===== src/rtl/fetch_unit.sv =====
// fetch_unit: instruction fetch stage.
// Owns the program counter and keeps at most one instruction-memory request in flight.
// Handles variable memory latency, redirects from execute, downstream stall and halt.
// The fetched instruction and its PC go to the fetch-to-decode register. flush_out
// clears that register on the same edge that a redirect is taken.

module fetch_unit #(
  parameter logic [31:0] RESET_PC = 32'h0000_0000
) (
  input  logic        clk,
  input  logic        reset,
  input  logic        stall,
  input  logic        halted,
  input  logic        redirect_valid,
  input  logic [31:0] redirect_pc,
  output logic        imem_req,
  output logic [31:0] imem_addr,
  input  logic        imem_ready,
  input  logic        imem_rvalid,
  input  logic [31:0] imem_rdata,
  output logic [31:0] instruction_out,
  output logic [31:0] pc_out,
  output logic        fetch_valid,
  output logic        flush_out
);

  typedef enum logic [2:0] {
    StIdle,
    StReq,
    StWait,
    StValid,
    StDrop,
    StHalt
  } state_e;

  state_e      state;
  logic [31:0] pc;
  logic        halt_pending;

  logic        redirect_take;
  logic [31:0] redirect_target;
  logic        unused_redirect_bits;

  // Halt wins over a redirect; a redirect wins over stall.
  assign redirect_take        = redirect_valid & ~halted;
  assign redirect_target      = {redirect_pc[31:2], 2'b00};
  assign unused_redirect_bits = ^redirect_pc[1:0];

  assign flush_out = redirect_take;
  assign imem_addr = pc;

  // Fetch FSM. imem_req and the decode-side outputs are registered together with the state.
  always_ff @(posedge clk or posedge reset) begin
    if (reset) begin
      state           <= StIdle;
      pc              <= RESET_PC;
      imem_req        <= 1'b0;
      instruction_out <= 32'h0;
      pc_out          <= 32'h0;
      fetch_valid     <= 1'b0;
      halt_pending    <= 1'b0;
    end else begin
      unique case (state)
        StIdle: begin
          if (halted) begin
            state <= StHalt;
          end else begin
            if (redirect_take) pc <= redirect_target;
            state    <= StReq;
            imem_req <= 1'b1;
          end
        end

        StReq: begin
          if (halted) begin
            imem_req <= 1'b0;
            if (imem_ready) begin
              // The request was accepted, so its response must still be drained.
              halt_pending <= 1'b1;
              state        <= StDrop;
            end else begin
              state <= StHalt;
            end
          end else if (redirect_take) begin
            pc <= redirect_target;
            if (imem_ready) begin
              // The old address was accepted; its response is now stale.
              imem_req <= 1'b0;
              state    <= StDrop;
            end
          end else if (imem_ready) begin
            imem_req <= 1'b0;
            state    <= StWait;
          end
        end

        StWait: begin
          if (halted) begin
            if (imem_rvalid) begin
              state <= StHalt;
            end else begin
              halt_pending <= 1'b1;
              state        <= StDrop;
            end
          end else if (redirect_take) begin
            pc <= redirect_target;
            if (imem_rvalid) begin
              // The response arriving now is for the old path; drop it and refetch.
              imem_req <= 1'b1;
              state    <= StReq;
            end else begin
              state <= StDrop;
            end
          end else if (imem_rvalid) begin
            instruction_out <= imem_rdata;
            pc_out          <= pc;
            fetch_valid     <= 1'b1;
            state           <= StValid;
          end
        end

        StValid: begin
          if (halted) begin
            fetch_valid     <= 1'b0;
            instruction_out <= 32'h0;
            state           <= StHalt;
          end else if (redirect_take) begin
            pc              <= redirect_target;
            fetch_valid     <= 1'b0;
            instruction_out <= 32'h0;
            imem_req        <= 1'b1;
            state           <= StReq;
          end else if (!stall) begin
            pc              <= pc + 32'd4;
            fetch_valid     <= 1'b0;
            instruction_out <= 32'h0;
            imem_req        <= 1'b1;
            state           <= StReq;
          end
        end

        StDrop: begin
          if (halted) halt_pending <= 1'b1;
          if (redirect_take) pc <= redirect_target;
          if (imem_rvalid) begin
            if (halted || halt_pending) begin
              state <= StHalt;
            end else begin
              imem_req <= 1'b1;
              state    <= StReq;
            end
          end
        end

        StHalt: begin
          // Only reset leaves this state.
          imem_req    <= 1'b0;
          fetch_valid <= 1'b0;
        end

        default: begin
          state    <= StIdle;
          imem_req <= 1'b0;
        end
      endcase
    end
  end

endmodule


===== config.mk =====
export PLATFORM = sky130hd
export DESIGN_NAME = fetch_unit
export DESIGN_NICKNAME = d
export VERILOG_FILES = /design/src/rtl/fetch_unit.sv
export SDC_FILE = /design/constraint.sdc
export NUM_CORES = 1
export LEC_CHECK = 0
export CAP_MARGIN = 20
export CELL_PAD_IN_SITES_DETAIL_PLACEMENT = 0
export CELL_PAD_IN_SITES_GLOBAL_PLACEMENT = 1
export CORE_UTILIZATION = 32
export CTS_BUF_LIST = sky130_fd_sc_hd__clkbuf_2
export DETAILED_ROUTE_END_ITERATION = 10
export PLACE_DENSITY_LB_ADDON = 0.25
export SYNTH_ARGS = -nofsm -noshare
export SYNTH_HDL_FRONTEND = slang
export SYNTH_SLANG_ARGS = --single-unit

===== constraint.sdc =====
create_clock -name clk -period 3.4 [get_ports clk]
set_clock_uncertainty 0.15 [all_clocks]
set_input_delay 0.68 -clock clk [delete_from_list [all_inputs] [get_ports clk]]
set_output_delay 0.68 -clock clk [all_outputs]
set_load 0.02 [all_outputs]

### Word level (Yosys, flattened, before mapping)

Cells that the tools add are included.

| cells by class | value |
|---|---|
| add/subtract/negate cells | 1 |
| $mul | 0 |
| divide/modulo/power cells | 0 |
| magnitude comparators | 0 |
| equal/unequal tests | 23 |
| shift operators | 0 |
| muxes and demuxes | 54 |
| bitwise gates (word level) | 4 |
| reductions and logical operators | 14 |

Operators by type and width:

| kind | number |
|---|---|
| $mux 32 | 11 |
| $pmux 32 s3 | 1 |
| $pmux 32 s2 | 1 |
| $mux 3 | 14 |
| $add 32x3->32 const B | 1 |
| $ne 2x2->1 const B | 14 |
| $mux 1 | 23 |
| $pmux 3 s6 | 1 |
| $reduce_and 5->1 | 3 |
| $reduce_and 9->1 | 1 |
| $reduce_bool 3->1 | 3 |
| $ne 4x4->1 const B | 2 |
| $reduce_and 4->1 | 2 |
| $eq 3x2->1 const B | 2 |
| $eq 3x3->1 const B | 2 |
| $ne 3x3->1 const B | 2 |
| $pmux 1 s3 | 2 |
| $reduce_and 6->1 | 1 |
| $pmux 1 s5 | 1 |
| $eq 3x1->1 const B | 1 |
| $logic_not 3->1 | 1 |
| $not 1->1 | 3 |
| $reduce_or 3->1 | 1 |
| $reduce_bool 2->1 | 1 |
| 2 further kinds | 2 |

| storage, ports and cells | value |
|---|---|
| bits in registers | 102 |
| bits in latches | 0 |
| RAM bits | 0 |
| memory bits (read-only) | 0 |
| input port bits | 71 |
| output and inout bits | 99 |
| logic and storage cells | 103 |
| memories | 0 |

### Longest topological paths before layout

Gate-level depths: netlist (run 1).

| depth | value |
|---|---|
| depth after elaboration | 5 |
| depth in mapped cells | 7 |
| gate-level depth less buffers | 5 |

### Worst setup path before layout (run 1)

No wires, ideal clock.

| timing | value |
|---|---|
| path kind | input -> register |
| start | input port redirect_valid |
| end | register pc[22], in the netlist imem_addr[22] |
| library setup time | 71 ps |
| arrival time | 2150 ps |
| required time | 3179 ps |
| slack | 1029 ps |
| cell stages on the path | 6 |
| path buffers | 2 |
| cells stage by stage | buf_2 or3b_1 a31o_1 buf_2 or4_1 nand4_1 |

| on the way | value |
|---|---|
| longest elaborated chain between the ends | 4 |
| elaborated cells between the ends (all ways) | 8 |
| classes of those cells | 1 x eq/ne; 5 x mux; 1 x bitwise; 1 x reduce/logical |

Ends and longest elaborated chain:

| what | RTL line | text |
|---|---|---|
| start: declaration | 14 | `input logic redirect_valid,` |
| $and 1x1->1 (*) | 45 | `assign redirect_take = redirect_valid & ~halted;` |
| $mux 32, on equally long branches (2 in series) | -- |  |
| $pmux 32 s3 | 63 | `unique case (state)` |
| end signal: assignment | 68 | `if (redirect_take) pc <= redirect_target;` |
| end signal: assignment | 128 | `pc <= redirect_target;` |
| end signal: assignment | 134 | `pc <= pc + 32'd4;` |
| end: declaration | 37 | `logic [31:0] pc;` |

Mark *: on every way between the ends. The rest lies on a longest branch, timed or not. The select of a mux whose other input is x is not followed.
A chain may end at the register's enable or synchronous reset.

### Worst setup path after layout (run 1)

| timing | value |
|---|---|
| start | input port redirect_valid |
| end | output port flush_out |

| on the way | value |
|---|---|
| longest elaborated chain between the ends | 1 |

Ends and longest elaborated chain:

| what | RTL line | text |
|---|---|---|
| $and 1x1->1 | 45 |  |
| end: declaration | 24 | `output logic flush_out` |

Every way passes these cells.

==> flow_metrics.env, run 1 <==
export IMPL_layout_common_cells="clkdlybuf4s50_1 (163), dfrtp_1 (98), nand3_1 (34)"
export IMPL_fin_crit_ns=2.91
export IMPL_cts_sinks=98
export IMPL_swShare=0.427
export IMPL_synth_cells=464
export IMPL_wl_mm=14.9
export IMPL_clockBufferDepth=2
export IMPL_gr_total_overflow=0
export IMPL_ff2ff_setup_slack_ns=0.84
export IMPL_worstPathMaxFanout=4
export IMPL_clock_latency_ns=0.60
export IMPL_antenna_found_initial=0
export IMPL_whs_ns=0.147
export IMPL_crit_arrival_ns=2.08
export IMPL_grt_first_pass_wirelength_mm=24.7
export IMPL_multiInputGateArea_um2=2250
export IMPL_ctsRootBufferMaster="clkbuf_2"
export IMPL_wl_per_cell_um=18.6
export IMPL_diodes=0
export IMPL_place_inst=788
export IMPL_crit_chain="clkdlybuf4s50_1, nand2b_1, inv_1, clkdlybuf4s50_1"
export IMPL_layout_drive_gt1_share=0.113
export IMPL_synthArstFlopShare=1.00
export IMPL_final_setup_tns_ns=0
export IMPL_boundaryPins=170
export IMPL_die_area_um2=15800
export IMPL_grt_max_degree=79
export IMPL_finalCritPeriodShare=0.857
export IMPL_final_util=0.467
export IMPL_cts_tree="built"
export IMPL_total_power_mw=4.43
export IMPL_maxCapViolations=0
export IMPL_p_clk_frac=0.120
export IMPL_crit_slowest_cell="clkdlybuf4s50_1"
export IMPL_run_status="finished, violations left"
export IMPL_num_vias=4415
export IMPL_synth_main_ff_cell="dfrtp_1"
export IMPL_hold_violations=0
export IMPL_post_cts_setup_buffer_count=0
export IMPL_hold_buffers=0
export IMPL_layout_commonest_cell="clkdlybuf4s50_1"
export IMPL_min_path_type="input port to asynchronous set/reset pin"
export IMPL_cts_buffers=9
export IMPL_violations="DRC"
export IMPL_maxSlewViolCount=0
export IMPL_cts_repair_resized=0
export IMPL_syn_area_per_cell_um2=10.5
export IMPL_track_usage=0.199
export IMPL_slew_headroom=0.623
export IMPL_required_ns=2.57
export IMPL_coreArea_um2=14700
export IMPL_ys_ff_latch=98
export IMPL_stdcell_area_um2=6870
export IMPL_gp_congestion=0.833
export IMPL_row_count=44
export IMPL_power_density_cell_area_nw_per_um2=645
export IMPL_fmax_ghz=0.343
export IMPL_initial_core_util=0.332
export IMPL_postRouteAntennaNets=0
export IMPL_die_w_um=126
export IMPL_cp_top_family="buffers and inverters"
export IMPL_critical_path_most_common_cell="clkdlybuf4s50_1"
export IMPL_cp_end_kind="output port"
export IMPL_dpl_cell_area_um2=6770
export IMPL_cp_slowest_stage_delay_ns=0.64
export IMPL_p_seq_frac=0.441
export IMPL_clkSlewWorstSetupHoldPaths_ns=0.30
export IMPL_worst_pin_slew_ns=0.566
export IMPL_firstDrtPassIters=11
export IMPL_ys_warnings_count=0
export IMPL_grt_pass1_vias=4514
export IMPL_rsz0062_at_grt="false"
export IMPL_port_buffers=163
export IMPL_drc=10
export IMPL_p_int_mw=2.54
export IMPL_ctsHtreeMaxLevel=3
export IMPL_yosysSeqAreaShare=0.502
export IMPL_layout_nets=687
export IMPL_synth_edf_count=0
export IMPL_syn_area_um2=4890
export IMPL_die_h_um=126
export IMPL_vias_per_cell=5.49
export IMPL_synth_distinct_cells=57
export IMPL_p_sw_mw=1.89
export IMPL_power_frac_comb=0.439
export IMPL_path_buf_inv=3
export IMPL_fin_cells=804
export IMPL_syn2layout_area_growth_pct=40.5
export IMPL_hpwl_mm=10.2
export IMPL_path_class="input port to output port"
export IMPL_finalWorstSetupSlack_ns=0.486
export IMPL_setup_violations=0
export IMPL_crit_path_start_kind="input port"
export IMPL_vdd_drop_max_v=0.000283
export IMPL_p_leak_nw=2.81
export IMPL_fillerInstances=1392
export IMPL_dp_slack_ns=0.295
export IMPL_ff_latch_area_um2=2450
export IMPL_drt_iter0_drc=235
## state kept, by name, indices dropped and copies added, names as in the netlist
name / count
state: 3
fetch_valid: 1
imem_addr: 30
imem_req: 1
halt_pending: 1
pc_out: 30
instruction_out: 32
## area by class of cell
type                            count  share of cell area
Timing Repair Buffer              180               0.262
Inverter                            9             0.00528
Multi-Input combinational cell    317               0.328
Clock inverter                      7             0.00765
Clock buffer                        9             0.00656
Tap cell                          184              0.0335
Sequential cell                    98               0.357
## cell usage after synthesis, types with 3 or more instances
library cell  instances  area, um^2
o211ai_1              8        60.1
nand2_1              24        90.1
nor2_1                8        30.0
buf_1                 4        15.0
nand3_1              34         170
o2bb2ai_1             4        35.0
clkbuf_1             25        93.8
mux2_2               29         327
or4_1                 8        60.1
nor3_1               15        75.1
a22o_1               32         280
nand4b_1              3        26.3
inv_1                 9        33.8
o21ai_0              11        55.1
dfrtp_1              98        2450
nand3b_1              3        22.5
and3_1                6        37.5
mux2i_1               7        70.1
a2bb2oi_1             9        78.8
o22ai_1              11        68.8
nand4_1              17         106
buf_2                10        50.1
or3_1                 4        25.0
a32oi_1               3        26.3
a21o_1                3        22.5
nor4_1                9        56.3
a21boi_0              4        30.0
a21oi_1              19        95.1
a22oi_1               4        30.0
buf_4                 4        30.0
nand2b_1              6        37.5
## routing by layer
layer / global-route usage / wire [um] / up-vias
met5: 0 / 0 / -
met4: 0.0560 / 169 / 0
met3: 0.0479 / 835 / 12
met2: 0.328 / 7270 / 146
met1: 0.259 / 6660 / 2176
li1: - / - / 2081
## cell families after synthesis
group / share of synthesized area
adder cells (fa/ha/maj): 0.00256
other: 0.000767
multiplexers: 0.0835
AND/OR/NAND/NOR: 0.177
AO/OA/AOI/OAI: 0.189
buffers and inverters: 0.0456
flip-flops: 0.502
## power by group through the flow
stage	Clock (mW)	Combinational [mW]	Sequential, mW
after floorplan	0	0.779	2.16
after global placement	0	1.93	1.95
after detailed placement	0	1.95	1.97
after CTS	0.565	1.96	1.95
after global routing	0.612	2.09	2.03
final	0.531	1.95	1.95
## worst paths after layout
path,start,to,depth (start not counted)
min,reset,instruction_out[5],2
max,redirect_valid,flush_out,4
min reg2reg,halt_pending,halt_pending,1
max reg2reg,state[0],imem_addr[22],4
min in group clk,halt_pending,halt_pending,1
max in group asynchronous,reset,pc_out[26],3
No activity file was read; power rests on OpenSTA's default activity.
==> inputs of run 2 (changes only) <==
CAP_MARGIN = 10   (was 20)
CORE_MARGIN = 3   (was unset)
REMOVE_ABC_BUFFERS = 1   (was unset)
==> run 2 against run 1 <==
Compared with the run above:
- the run now ends clean
- register-to-register slack barely moved
- hold slack improved by 0.21 ns
- core utilization fell by 0.098 points
- sequential power barely moved
- combinational power barely moved
- sequential share of layout area fell by 0.058 points
- wire length rose by 1.6%
- clock-buffer cell count did not move
- via count rose by 1.4%
- design area rose by 0.16%
- critical path type unchanged
==> flow_metrics.env, run 2 (same netlist as run 1, synthesis figures left out) <==
export IMPL_run_status="complete, no violations"
export IMPL_hold_buffers=0
export IMPL_place_inst=793
export IMPL_required_ns=2.57
export IMPL_port_buffers=163
export IMPL_grt_pass1_vias=4439
export IMPL_crit_path_start_kind="input port"
export IMPL_total_power_mw=4.44
export IMPL_worstPathMaxFanout=2
export IMPL_layout_common_cells="clkdlybuf4s50_1 (163), dfrtp_1 (98), nand3_1 (34)"
export IMPL_whs_ns=0.359
export IMPL_layout_drive_gt1_share=0.120
export IMPL_wl_per_cell_um=18.8
export IMPL_path_class="input port to output port"
export IMPL_gr_total_overflow=0
export IMPL_cp_end_kind="output port"
export IMPL_ctsHtreeMaxLevel=3
export IMPL_cts_buffers=9
export IMPL_die_area_um2=16800
export IMPL_vdd_drop_max_v=0.000287
export IMPL_drt_iter0_drc=267
export IMPL_finalCritPeriodShare=0.858
export IMPL_cp_top_family="buffers and inverters"
export IMPL_row_count=44
export IMPL_layout_nets=692
export IMPL_hpwl_mm=10.7
export IMPL_largest_reg_flops=32
export IMPL_top_register="instruction_out"
export IMPL_grt_first_pass_wirelength_mm=23.7
export IMPL_fin_crit_ns=2.92
export IMPL_slew_headroom=0.516
export IMPL_cp_slowest_stage_delay_ns=0.63
export IMPL_rsz0062_at_grt="false"
export IMPL_syn2layout_area_growth_pct=40.7
export IMPL_cts_tree="built"
export IMPL_die_w_um=130
export IMPL_gp_congestion=0.872
export IMPL_coreArea_um2=14800
export IMPL_vias_per_cell=5.54
export IMPL_layout_commonest_cell="clkdlybuf4s50_1"
export IMPL_firstDrtPassIters=4
export IMPL_setup_violations=0
export IMPL_boundaryPins=170
export IMPL_num_vias=4479
export IMPL_drc=0
export IMPL_ctsRootBufferMaster="clkbuf_2"
export IMPL_critical_path_most_common_cell="clkdlybuf4s50_1"
export IMPL_maxCapViolations=0
export IMPL_min_path_type="input port to asynchronous set/reset pin"
export IMPL_post_cts_setup_buffer_count=0
export IMPL_worst_pin_slew_ns=0.725
export IMPL_die_h_um=130
export IMPL_maxSlewViolCount=0
export IMPL_fin_cells=809
export IMPL_antenna_found_initial=0
export IMPL_cts_sinks=98
export IMPL_cts_repair_resized=0
export IMPL_final_setup_tns_ns=0
export IMPL_wl_mm=15.2
export IMPL_crit_arrival_ns=2.09
export IMPL_power_density_cell_area_nw_per_um2=645
export IMPL_path_buf_inv=3
export IMPL_clockBufferDepth=2
export IMPL_hold_violations=0
export IMPL_initial_core_util=0.331
export IMPL_grt_max_degree=54
export IMPL_clock_latency_ns=0.62
export IMPL_crit_chain="clkdlybuf4s50_1, nand2b_1, inv_1, clkdlybuf4s50_1"
export IMPL_diodes=0
export IMPL_track_usage=0.178
export IMPL_postRouteAntennaNets=0
export IMPL_crit_slowest_cell="clkdlybuf4s50_1"
export IMPL_p_leak_nw=2.83
export IMPL_clkSlewWorstSetupHoldPaths_ns=0.27
export IMPL_fmax_ghz=0.343
==> run 2: changes by cell type in the layout (fill, tap and decap cells not counted), sizes merged <==
cell / before / now
buf: 17 / 22
clkinvlp: 2 / 1
inv: 11 / 12
==> run 2: metal layers <==
metal | global-route usage | wire (um) | share of wire | up-vias
met5 | 0 | 0 | 0 | -
met4 | 0.0605 | 197 | 0.013 | 0
met3 | 0.0416 | 1160 | 0.076 | 14
met2 | 0.278 | 6920 | 0.46 | 169
met1 | 0.244 | 6900 | 0.45 | 2202
li1 | - | - | - | 2094
==> run 2: power breakdown <==
part	internal, mW	switching, mW	total [mW]
combinational	0.976	0.982	1.96
clock	0.103	0.444	0.547
sequential	1.46	0.470	1.93
total	2.54	1.90	4.44
==> run 2: worst paths after layout <==
kind	slack [ns]	endpoint	cells past startpoint	start
min	0.36	instruction_out[27]	2	reset
max in group asynchronous	2.06	instruction_out[3]	3	reset
max reg2reg	0.85	imem_addr[22]	4	state[0]
min in group clk	0.38	halt_pending	1	halt_pending
max	0.48	flush_out	4	halted
min reg2reg	0.38	halt_pending	1	halt_pending
==> run 2: cell type report <==
type / count / area (um^2)
repair buffers: 185 / 1810
flip-flops and latches: 98 / 2450
clock buffers: 9 / 45.0
clock inverters: 7 / 51.3
fillers: 1410 / 7880
multi-input cells: 317 / 2250
well taps: 184 / 230
inverters: 9 / 36.3
==> run 2: per-stage QoR <==
step                      cell area (um^2)  worst slack [ns]  utilization
after floorplan                       4710             -1.12            -
after CTS                             6880             0.459        0.466
after detailed placement              6780             0.433        0.460
final                                 6880             0.484        0.466
after global placement                6780             0.439        0.460
after global routing                  6880             0.417        0.466
